<file path="src/rtl/cache_port_arbiter.sv">
// -----------------------------------------------------------------------------
// cache_port_arbiter
//
// Purpose:
//   Shares the single word-access interface of the write-through cache between
//   two requesters: port 0 (instruction fetch) and port 1 (data load/store).
//   A round-robin arbiter picks a winner, a four-state sequencer issues a
//   one-cycle mem_read/mem_write, waits for the cache stall to clear and then
//   returns read data (or a plain write acknowledge) to the winning port.
//
//   Sequence: IDLE -> ISSUE -> WAIT -> RESP -> IDLE (each state >= 1 cycle).
//
// Optional feature (macro STALL_TIMEOUT_EN):
//   When defined, a stall counter aborts a WAIT that lasts MAX_STALL cycles
//   with stall high; the port receives ack together with err and its rdata is
//   left untouched. When undefined, no counter is built, WAIT can last forever
//   and p0_err/p1_err are tied low.
//
// Ports:
//   clk, reset            clock (rising edge), asynchronous active-high reset
//   pN_req/we/addr/wdata  requester N command, held until pN_ack
//   pN_ack                one-cycle completion pulse
//   pN_rdata              read data, held until the next ack to that port
//   pN_err                abort flag, pulses with ack (timeout build only)
//   WordAddress, DataIn   address / write data towards the cache
//   mem_read, mem_write   one-cycle commands towards the cache
//   stall, DataOut        cache busy flag and read data from the cache
//   busy                  high whenever the sequencer is not in IDLE
//   grant_id              port currently owning the cache (valid while busy)
// -----------------------------------------------------------------------------
module cache_port_arbiter #(
  parameter int ADDR_WIDTH = 10,
  parameter int DATA_WIDTH = 32,
  parameter int MAX_STALL  = 255,
  parameter int CNT_WIDTH  = 8
) (
  input  logic                  clk,
  input  logic                  reset,
  input  logic                  p0_req,
  input  logic                  p0_we,
  input  logic [ADDR_WIDTH-1:0] p0_addr,
  input  logic [DATA_WIDTH-1:0] p0_wdata,
  output logic                  p0_ack,
  output logic [DATA_WIDTH-1:0] p0_rdata,
  output logic                  p0_err,
  input  logic                  p1_req,
  input  logic                  p1_we,
  input  logic [ADDR_WIDTH-1:0] p1_addr,
  input  logic [DATA_WIDTH-1:0] p1_wdata,
  output logic                  p1_ack,
  output logic [DATA_WIDTH-1:0] p1_rdata,
  output logic                  p1_err,
  output logic [ADDR_WIDTH-1:0] WordAddress,
  output logic [DATA_WIDTH-1:0] DataIn,
  output logic                  mem_read,
  output logic                  mem_write,
  input  logic                  stall,
  input  logic [DATA_WIDTH-1:0] DataOut,
  output logic                  busy,
  output logic                  grant_id
);

  // The stall counter must be able to represent MAX_STALL.
  if (CNT_WIDTH < $clog2(MAX_STALL + 1)) begin : g_bad_cnt_width
    $error("CNT_WIDTH too narrow to hold MAX_STALL");
  end

  typedef enum logic [1:0] {
    S_IDLE  = 2'd0,
    S_ISSUE = 2'd1,
    S_WAIT  = 2'd2,
    S_RESP  = 2'd3
  } state_t;

  state_t                r_state;
  state_t                w_state_next;
  logic                  r_last_grant;
  logic                  r_grant_id;
  logic                  r_we;
  logic [ADDR_WIDTH-1:0] r_addr;
  logic [DATA_WIDTH-1:0] r_wdata;
  logic [DATA_WIDTH-1:0] r_p0_rdata;
  logic [DATA_WIDTH-1:0] r_p1_rdata;

  logic                  w_accept;
  logic                  w_grant_next;
  logic                  w_capture;
  logic                  w_resp;

`ifdef STALL_TIMEOUT_EN
  logic [CNT_WIDTH-1:0]  r_stall_cnt;
  logic                  r_err;
  logic                  w_timeout;

  // This WAIT edge would be the MAX_STALL-th stalled cycle: give up now.
  assign w_timeout = (r_state == S_WAIT) && stall &&
                     (r_stall_cnt >= CNT_WIDTH'(MAX_STALL - 1));
`endif

  // ---------------------------------------------------------------------------
  // Next-state / control decode
  // ---------------------------------------------------------------------------
  always_comb begin
    w_state_next = r_state;
    w_accept     = 1'b0;
    w_grant_next = r_grant_id;
    w_capture    = 1'b0;

    case (r_state)
      S_IDLE: begin
        if (p0_req && p1_req) begin
          // Tie: the port that did not win last time goes first.
          w_accept     = 1'b1;
          w_grant_next = ~r_last_grant;
        end else if (p0_req) begin
          w_accept     = 1'b1;
          w_grant_next = 1'b0;
        end else if (p1_req) begin
          w_accept     = 1'b1;
          w_grant_next = 1'b1;
        end
        if (w_accept) begin
          w_state_next = S_ISSUE;
        end
      end

      S_ISSUE: begin
        w_state_next = S_WAIT;
      end

      S_WAIT: begin
        if (!stall) begin
          w_state_next = S_RESP;
          w_capture    = ~r_we;
        end
`ifdef STALL_TIMEOUT_EN
        else if (w_timeout) begin
          w_state_next = S_RESP;
        end
`endif
      end

      S_RESP: begin
        w_state_next = S_IDLE;
      end

      default: begin
        w_state_next = S_IDLE;
      end
    endcase
  end

  // ---------------------------------------------------------------------------
  // State and datapath registers
  // ---------------------------------------------------------------------------
  always_ff @(posedge clk or posedge reset) begin
    if (reset) begin
      r_state      <= S_IDLE;
      r_last_grant <= 1'b1;  // makes port 0 the first tie winner
      r_grant_id   <= 1'b0;
      r_we         <= 1'b0;
      r_addr       <= '0;
      r_wdata      <= '0;
      r_p0_rdata   <= '0;
      r_p1_rdata   <= '0;
    end else begin
      r_state <= w_state_next;

      if (w_accept) begin
        r_grant_id <= w_grant_next;
        r_we       <= w_grant_next ? p1_we    : p0_we;
        r_addr     <= w_grant_next ? p1_addr  : p0_addr;
        r_wdata    <= w_grant_next ? p1_wdata : p0_wdata;
      end

      if (w_capture) begin
        if (r_grant_id) begin
          r_p1_rdata <= DataOut;
        end else begin
          r_p0_rdata <= DataOut;
        end
      end

      if (r_state == S_RESP) begin
        r_last_grant <= r_grant_id;
      end
    end
  end

`ifdef STALL_TIMEOUT_EN
  // Stall counter: cleared while in ISSUE (i.e. on entry to WAIT), counts
  // stalled WAIT cycles and saturates at MAX_STALL.
  always_ff @(posedge clk or posedge reset) begin
    if (reset) begin
      r_stall_cnt <= '0;
      r_err       <= 1'b0;
    end else begin
      if (r_state == S_ISSUE) begin
        r_stall_cnt <= '0;
      end else if ((r_state == S_WAIT) && stall &&
                   (r_stall_cnt != CNT_WIDTH'(MAX_STALL))) begin
        r_stall_cnt <= r_stall_cnt + 1'b1;
      end

      // The value left here when WAIT exits is what RESP reports.
      if (r_state == S_WAIT) begin
        r_err <= w_timeout;
      end
    end
  end
`endif

  // ---------------------------------------------------------------------------
  // Outputs
  // ---------------------------------------------------------------------------
  assign w_resp      = (r_state == S_RESP);

  assign busy        = (r_state != S_IDLE);
  assign grant_id    = r_grant_id;
  assign WordAddress = r_addr;
  assign DataIn      = r_wdata;
  assign mem_read    = (r_state == S_ISSUE) && !r_we;
  assign mem_write   = (r_state == S_ISSUE) &&  r_we;

  assign p0_ack      = w_resp && !r_grant_id;
  assign p1_ack      = w_resp &&  r_grant_id;
  assign p0_rdata    = r_p0_rdata;
  assign p1_rdata    = r_p1_rdata;

`ifdef STALL_TIMEOUT_EN
  assign p0_err      = w_resp && !r_grant_id && r_err;
  assign p1_err      = w_resp &&  r_grant_id && r_err;
`else
  assign p0_err      = 1'b0;
  assign p1_err      = 1'b0;
`endif

endmodule

</file>
<file path="config.mk">
export PLATFORM = sky130hd
export DESIGN_NAME = cache_port_arbiter
export DESIGN_NICKNAME = d
export VERILOG_FILES = /design/src/rtl/cache_port_arbiter.sv
export SDC_FILE = /design/constraint.sdc
export NUM_CORES = 1
export LEC_CHECK = 0
export BUFFER_PORTS_ARGS = -buffer_cell sky130_fd_sc_hd__clkbuf_2
export CORE_MARGIN = 3
export CORE_UTILIZATION = 48
export DETAILED_ROUTE_END_ITERATION = 8
export PLACE_DENSITY = 0.86
export RECOVER_POWER = 100
export SYNTH_ARGS = -nofsm -noshare
export SYNTH_HDL_FRONTEND = slang
export SYNTH_SLANG_ARGS = --single-unit
</file>
<file path="constraint.sdc">
create_clock -name clk -period 5.7 [get_ports clk]
set_clock_uncertainty 0.15 [all_clocks]
set_input_delay 1.425 -clock clk [delete_from_list [all_inputs] [get_ports clk]]
set_output_delay 1.425 -clock clk [all_outputs]
set_load 0.02 [all_outputs]
</file>
==> results_dict.tcl, run 1 <==
set metrics [dict create \
    nNetsFinal 798 \
    die_width_um 113 \
    hpwlAfterDp_mm 10.7 \
    cell_count_after_synthesis 473 \
    critical_path_arrival_ns 4.04 \
    total_global_route_track_usage_pct 23.4 \
    worst-endpoint-required_ns 5.73 \
    mostFrequentLayoutCell "clkbuf_2" \
    clkSlewWorstSetupHoldPaths_ns 0.08 \
    cts.repair_timing.setup_buffer_count 0 \
    cts.root.buffer_cell "clkbuf_16" \
    worst_slew_margin_rel_pct -123 \
    seq_area_frac_synth_pct 50.6 \
    layout_common_cells "clkbuf_2 (123), clkbuf_1 (113), dfrtp_1 (110), o211ai_1 (86), mux2_2 (58)" \
    cap_violations 5 \
    drc 0 \
    wl_per_cell_um 19.0 \
    grt_antenna_before_repair 0 \
    critPathSlowestCell "nand2_1" \
    worst_hold_path.num_cells 1 \
    gp_congestion 0.793 \
    number_of_global_route_vias_before_repair 4713 \
    synth_area_per_cell_um2 11.6 \
    fin_crit_sh_pct 70.4 \
    vias 4785 \
    h-tree-depth 3 \
    report.final.setup_viol 0 \
    crit-reg2reg-launch "grant_id" \
    die_height_um 113 \
    worst_hold_path.endpoint "p0_rdata[25]" \
    cts_hold_buf 0 \
    hold_path.startpoint "p0_rdata[25]" \
    crit_path_max_fanout 46 \
    synth.ff_latch_count 111 \
    ys_warn_count 0 \
    tritoncts_clock_tree "done" \
    period_needed_ns 4.01 \
    clock_buffer_count_from_cts 9 \
    clk_latency_ns 0.34 \
    std_cell_rows 38 \
    antenna_violating_nets_post_route 0 \
    cts_resized 0 \
    top_level_ports 237 \
    grt_first_pass_wirelength_mm 24.2 \
    critPathCaptureType "flip-flop" \
    start_kind "input pin" \
    max_freq_mhz 249 \
    power-per-cell-area_nw_per_um2 615 \
    power.ir.vdd_worst_uv 336 \
    area_growth_pct 21.5 \
    drt_wl_total_mm 15.4 \
    timing.reg2reg.setup_slack_ns 1.80 \
    drt_iter0_drc 492 \
    drt_pass1_iterations 5 \
    drive_above_1_share_pct 30.7 \
    rsz0062_at_grt "no" \
    worst-r2r-cell-count 3 \
    failing_checks "max-capacitance violations, max-slew violations" \
    critical-path-max-stage-delay_ns 1.18 \
    die-area_um2 12800 \
    timing.critical_path.cells "clkbuf_2, nand2_1, o211ai_1, a31oi_1" \
    grt_start_max_net_pins 87 \
    viasPerCell 5.88 \
    finalMaxSlewViolations 240 \
    timing.hold.worst.class "flip-flop to flip-flop" \
    path_class "input pin to flip-flop" \
    cts_num_sinks 111 \
    synth.lib_cells_used.distinct 27 \
    post_synth_instance_area_um2 5490 \
    p_leak_nw 2.79 \
    number_of_failing_hold_endpoints_at_the_final_stage 0 \
    ctsLongestPathBuffers 2 \
    insertedDiodeCount 0 \
    r2r_end "p1_rdata[15]" \
    filler_cell_count 945 \
    port_buffers 234 \
    final_core_util_pct 60.7 \
    starting_density_pct 50.0 \
    fin_setup_tns_ns 0 \
    timing_worst_slew_pin_value_ns 3.32 \
    run_status "complete, but fails checks" \
    grt-ovfl-total 0 \
    coreArea_um2 11000 \
]
==> registers in the layout, indices dropped and copies added, names as in the netlist <==
| signal | flops |
|---|---|
| grant_id | 1 |
| p1_rdata | 32 |
| r_state | 2 |
| r_last_grant | 1 |
| WordAddress | 10 |
| DataIn | 32 |
| p0_rdata | 32 |
| r_we | 1 |
==> layer usage <==
| layer | GRT usage [%] | wire, µm |
|---|---|---|
| met4 | 6.57 | 334 |
| met2 | 39.9 | 7460 |
| met1 | 29.7 | 6230 |
| met3 | 5.94 | 1420 |
| met5 | 0 | 0 |
==> cell families after synthesis <==
kind of cell,after synthesis,synth area share (%)
simple gates,53,4.56
compound gates,178,23.6
flops,111,50.6
other cells,1,0.0683
buf+inv,59,6.47
fa+ha+maj,5,1.14
mux,66,13.5
==> critical path: cells and delay by family <==
kind | cells | cell delay, ns
and+or+nand+nor | 1 | 1.18
buffers and inverters | 1 | 0.71
AOI/OAI and AO/OA | 2 | 0.70
==> power breakdown <==
group          switching (W)  leakage [nW]  internal (W)
Combinational        0.00132          1.34      0.000704
Sequential          0.000286          1.31       0.00119
Clock               0.000299         0.136      0.000303
Total                0.00191          2.79       0.00219
==> per-stage QoR <==
stage / area [µm²] / hold slack, ns / setup WS [ns] / std cells / total power, W
after global placement: 6570 / 0.316 / 2.01 / 799 / 0.00354
after CTS: 6850 / 0.347 / 2.24 / 814 / 0.00424
final: 6670 / 0.341 / 1.69 / 814 / 0.00410
after detailed placement: 6570 / 0.329 / 1.87 / 799 / 0.00364
after global routing: 6670 / 0.368 / 1.37 / 814 / 0.00435
after floorplan: 5490 / 0.378 / 1.20 / 474 / 0.00297
==> cell usage after synthesis, drive strengths merged <==
library cell | number | area share [%]
a21boi | 1 | 0.34
dfstp | 1 | 0.48
nor3b | 1 | 0.14
nand3 | 1 | 0.18
ha | 5 | 1.1
nor4bb | 1 | 0.18
nor2b | 2 | 0.23
o21ai | 1 | 0.091
dfrtp | 110 | 50
o211ai | 86 | 12
nor2 | 43 | 2.9
nand2 | 1 | 0.11
clkbuf | 8 | 0.55
a21bo | 1 | 0.18
buf | 47 | 5.7
o21a | 44 | 6.0
inv | 4 | 0.27
mux2 | 66 | 14
and2 | 3 | 0.34
conb | 1 | 0.068
a31oi | 43 | 4.9
nor4b | 1 | 0.43
a21oi | 1 | 0.091
o32a | 1 | 0.18
==> final cells by class <==
type | instances | area [µm²] | area share (%)
Clock buffer | 9 | 225 | 3.38
Clock inverter | 6 | 56.3 | 0.845
Inverter | 4 | 16.3 | 0.244
Multi-Input combinational cell | 304 | 2340 | 35.2
Sequential cell | 111 | 2780 | 41.7
Tap cell | 140 | 175 | 2.63
Timing Repair Buffer | 240 | 1070 | 16.1
==> how the worst max path moves through the flow <==
| stage | startpoint | slack [ns] | to | cells past startpoint |
|---|---|---|---|---|
| final | p1_req | 1.69 | DataIn[2] | 4 |
| after global routing | reset | 1.37 | p1_rdata[12] | 3 |
| after detailed placement | p1_req | 1.87 | WordAddress[6] | 4 |
| after floorplan | reset | 1.20 | DataIn[0] | 1 |
| after global placement | p1_req | 2.01 | DataIn[15] | 4 |
| after CTS | p1_req | 2.24 | WordAddress[6] | 4 |
(Power assumes the default switching activity.)
==> run 2: changes to the inputs <==
- CORE_UTILIZATION: 48 -> 43
- PLACE_DENSITY: 0.86 -> 0.81
- clock period: 5.7 -> 3.3 ns (I/O delays scaled with it)
==> results_dict.tcl, run 2 (same netlist as run 1, synthesis figures left out) <==
set metrics [dict create \
    std_cell_rows 40 \
    drc 0 \
    finalMaxSlewViolations 0 \
    power-per-cell-area_nw_per_um2 1050 \
    grt_first_pass_wirelength_mm 23.9 \
    fin_crit_sh_pct 81.5 \
    cts_resized 0 \
    run_status "finished clean" \
    r2r_end "DataIn[4]" \
    max_freq_mhz 372 \
    rsz0062_at_grt "no" \
    wl_per_cell_um 17.5 \
    wl_met1_mm 6.25 \
    period_needed_ns 2.69 \
    number_of_failing_hold_endpoints_at_the_final_stage 0 \
    hold_path.startpoint "p0_rdata[26]" \
    drt_iter0_drc 461 \
    die_width_um 119 \
    met2_length_mm 6.87 \
    final_area_um2 6780 \
    critPathCaptureType "output port" \
    grt_antenna_before_repair 1 \
    cts.root.buffer_cell "clkbuf_16" \
    timing.hold.worst.class "flip-flop to flip-flop" \
    power.ir.vdd_worst_uv 477 \
    die-area_um2 14200 \
    starting_density_pct 44.8 \
    ctsLongestPathBuffers 2 \
    crit-reg2reg-launch "r_state[0]" \
    antenna_violating_nets_post_route 0 \
    clk_latency_ns 0.33 \
    crit_path_max_fanout 26 \
    grt_start_max_net_pins 112 \
    worst_slew_margin_rel_pct 1.50 \
    timing_worst_slew_pin_value_ns 1.48 \
    tritoncts_clock_tree "done" \
    coreArea_um2 12300 \
    cts_num_sinks 111 \
    die_height_um 119 \
    fin_setup_tns_ns 0 \
    drt_pass1_iterations 5 \
    layout_common_cells "clkbuf_2 (124), clkbuf_1 (115), dfrtp_1 (110), o211ai_1 (86), mux2_2 (59)" \
    cap_violations 0 \
    critical_path_arrival_ns 1.71 \
    drt_wl_total_mm 14.8 \
    insertedDiodeCount 0 \
    total_global_route_track_usage_pct 20.8 \
    worst_hold_path.endpoint "p0_rdata[26]" \
    placedInstanceArea_um2 6670 \
    hpwlAfterDp_mm 10.4 \
    viasPerCell 5.51 \
    detailroute.wirelength.met3_mm 1.31 \
    placedCellCount 833 \
    start_kind "flip-flop" \
    worst-r2r-cell-count 5 \
    gp_congestion 0.799 \
    nNetsFinal 804 \
    worst-endpoint-required_ns 2.32 \
    cts_hold_buf 0 \
    p_leak_nw 2.83 \
    cts.repair_timing.setup_buffer_count 0 \
    worst_hold_path.num_cells 1 \
    clkSlewWorstSetupHoldPaths_ns 0.07 \
    critPathLaunch "r_state[0]" \
    number_of_standard_cells_in_the_layout_taps_in_and_fillers_out 849 \
    mostFrequentLayoutCell "clkbuf_2" \
    final_core_util_pct 55.3 \
    top_layer "met5" \
    grt-ovfl-total 0 \
    drive_above_1_share_pct 31.4 \
    timing.reg2reg.setup_slack_ns 0.67 \
    port_buffers 234 \
    report.final.setup_viol 0 \
    top_level_ports 237 \
    area_growth_pct 23.5 \
    h-tree-depth 3 \
    vias 4678 \
    path_class "flip-flop to output port" \
    number_of_global_route_vias_before_repair 4737 \
    clock_buffer_count_from_cts 9 \
]
==> run 2: changes by cell type in the layout (fill, tap and decap cells not counted), sizes merged <==
cell    before  now
bufinv       0    1
buf          4    9
clkinv       3    1
clkbuf     245  250
inv          5    3
==> run 2: routing by layer <==
metal / vias up / track usage (%)
li1: 2180 / -
met1: 2212 / 25.9
met2: 251 / 33.7
met3: 33 / 5.79
met4: 2 / 9.20
met5: - / 0
==> run 2: power by group <==
part	total [W]	leakage, nW	internal [W]	switching [W]
Clock	0.00107	0.140	0.000609	0.000458
Sequential	0.00247	1.31	0.00205	0.000418
Combinational	0.00360	1.38	0.00126	0.00234
==> run 2: layout make-up <==
class | count | area [µm²]
Fill cell | 1100 | 5490
Sequential cell | 111 | 2780
Multi-Input combinational cell | 304 | 2350
Timing Repair Buffer | 246 | 1130
Clock buffer | 13 | 250
Tap cell | 168 | 210
Clock inverter | 3 | 42.5
Inverter | 4 | 18.8
==> run 2: metrics by stage <==
step | worst slack [ns] | power, W | hold slack, ns
6_report | 0.611 | 0.00713 | 0.339
5_1_grt | 0.460 | 0.00763 | 0.361
4_1_cts | 0.589 | 0.00740 | 0.341
3_5_place_dp | 0.685 | 0.00632 | 0.326
3_3_place_gp | 0.783 | 0.00617 | 0.316
2_1_floorplan | 0.982 | 0.00514 | 0.378
==> run 2: worst max-delay path by stage <==
| stage | slack, ns | endpoint |
|---|---|---|
| final | 0.61 | busy |
| after detailed placement | 0.69 | DataIn[12] |
| after global routing | 0.46 | DataIn[4] |
| after global placement | 0.78 | DataIn[17] |
| after CTS | 0.59 | busy |
| after floorplan | 0.98 | DataIn[0] |
==> run 2: worst max-delay path, stage by stage (launching register included) <==
cell and delay (ns):
dfrtp_1 0.41, inv_1 0.12, ha_2 0.57, inv_1 0.08, clkbuf_1 0.19
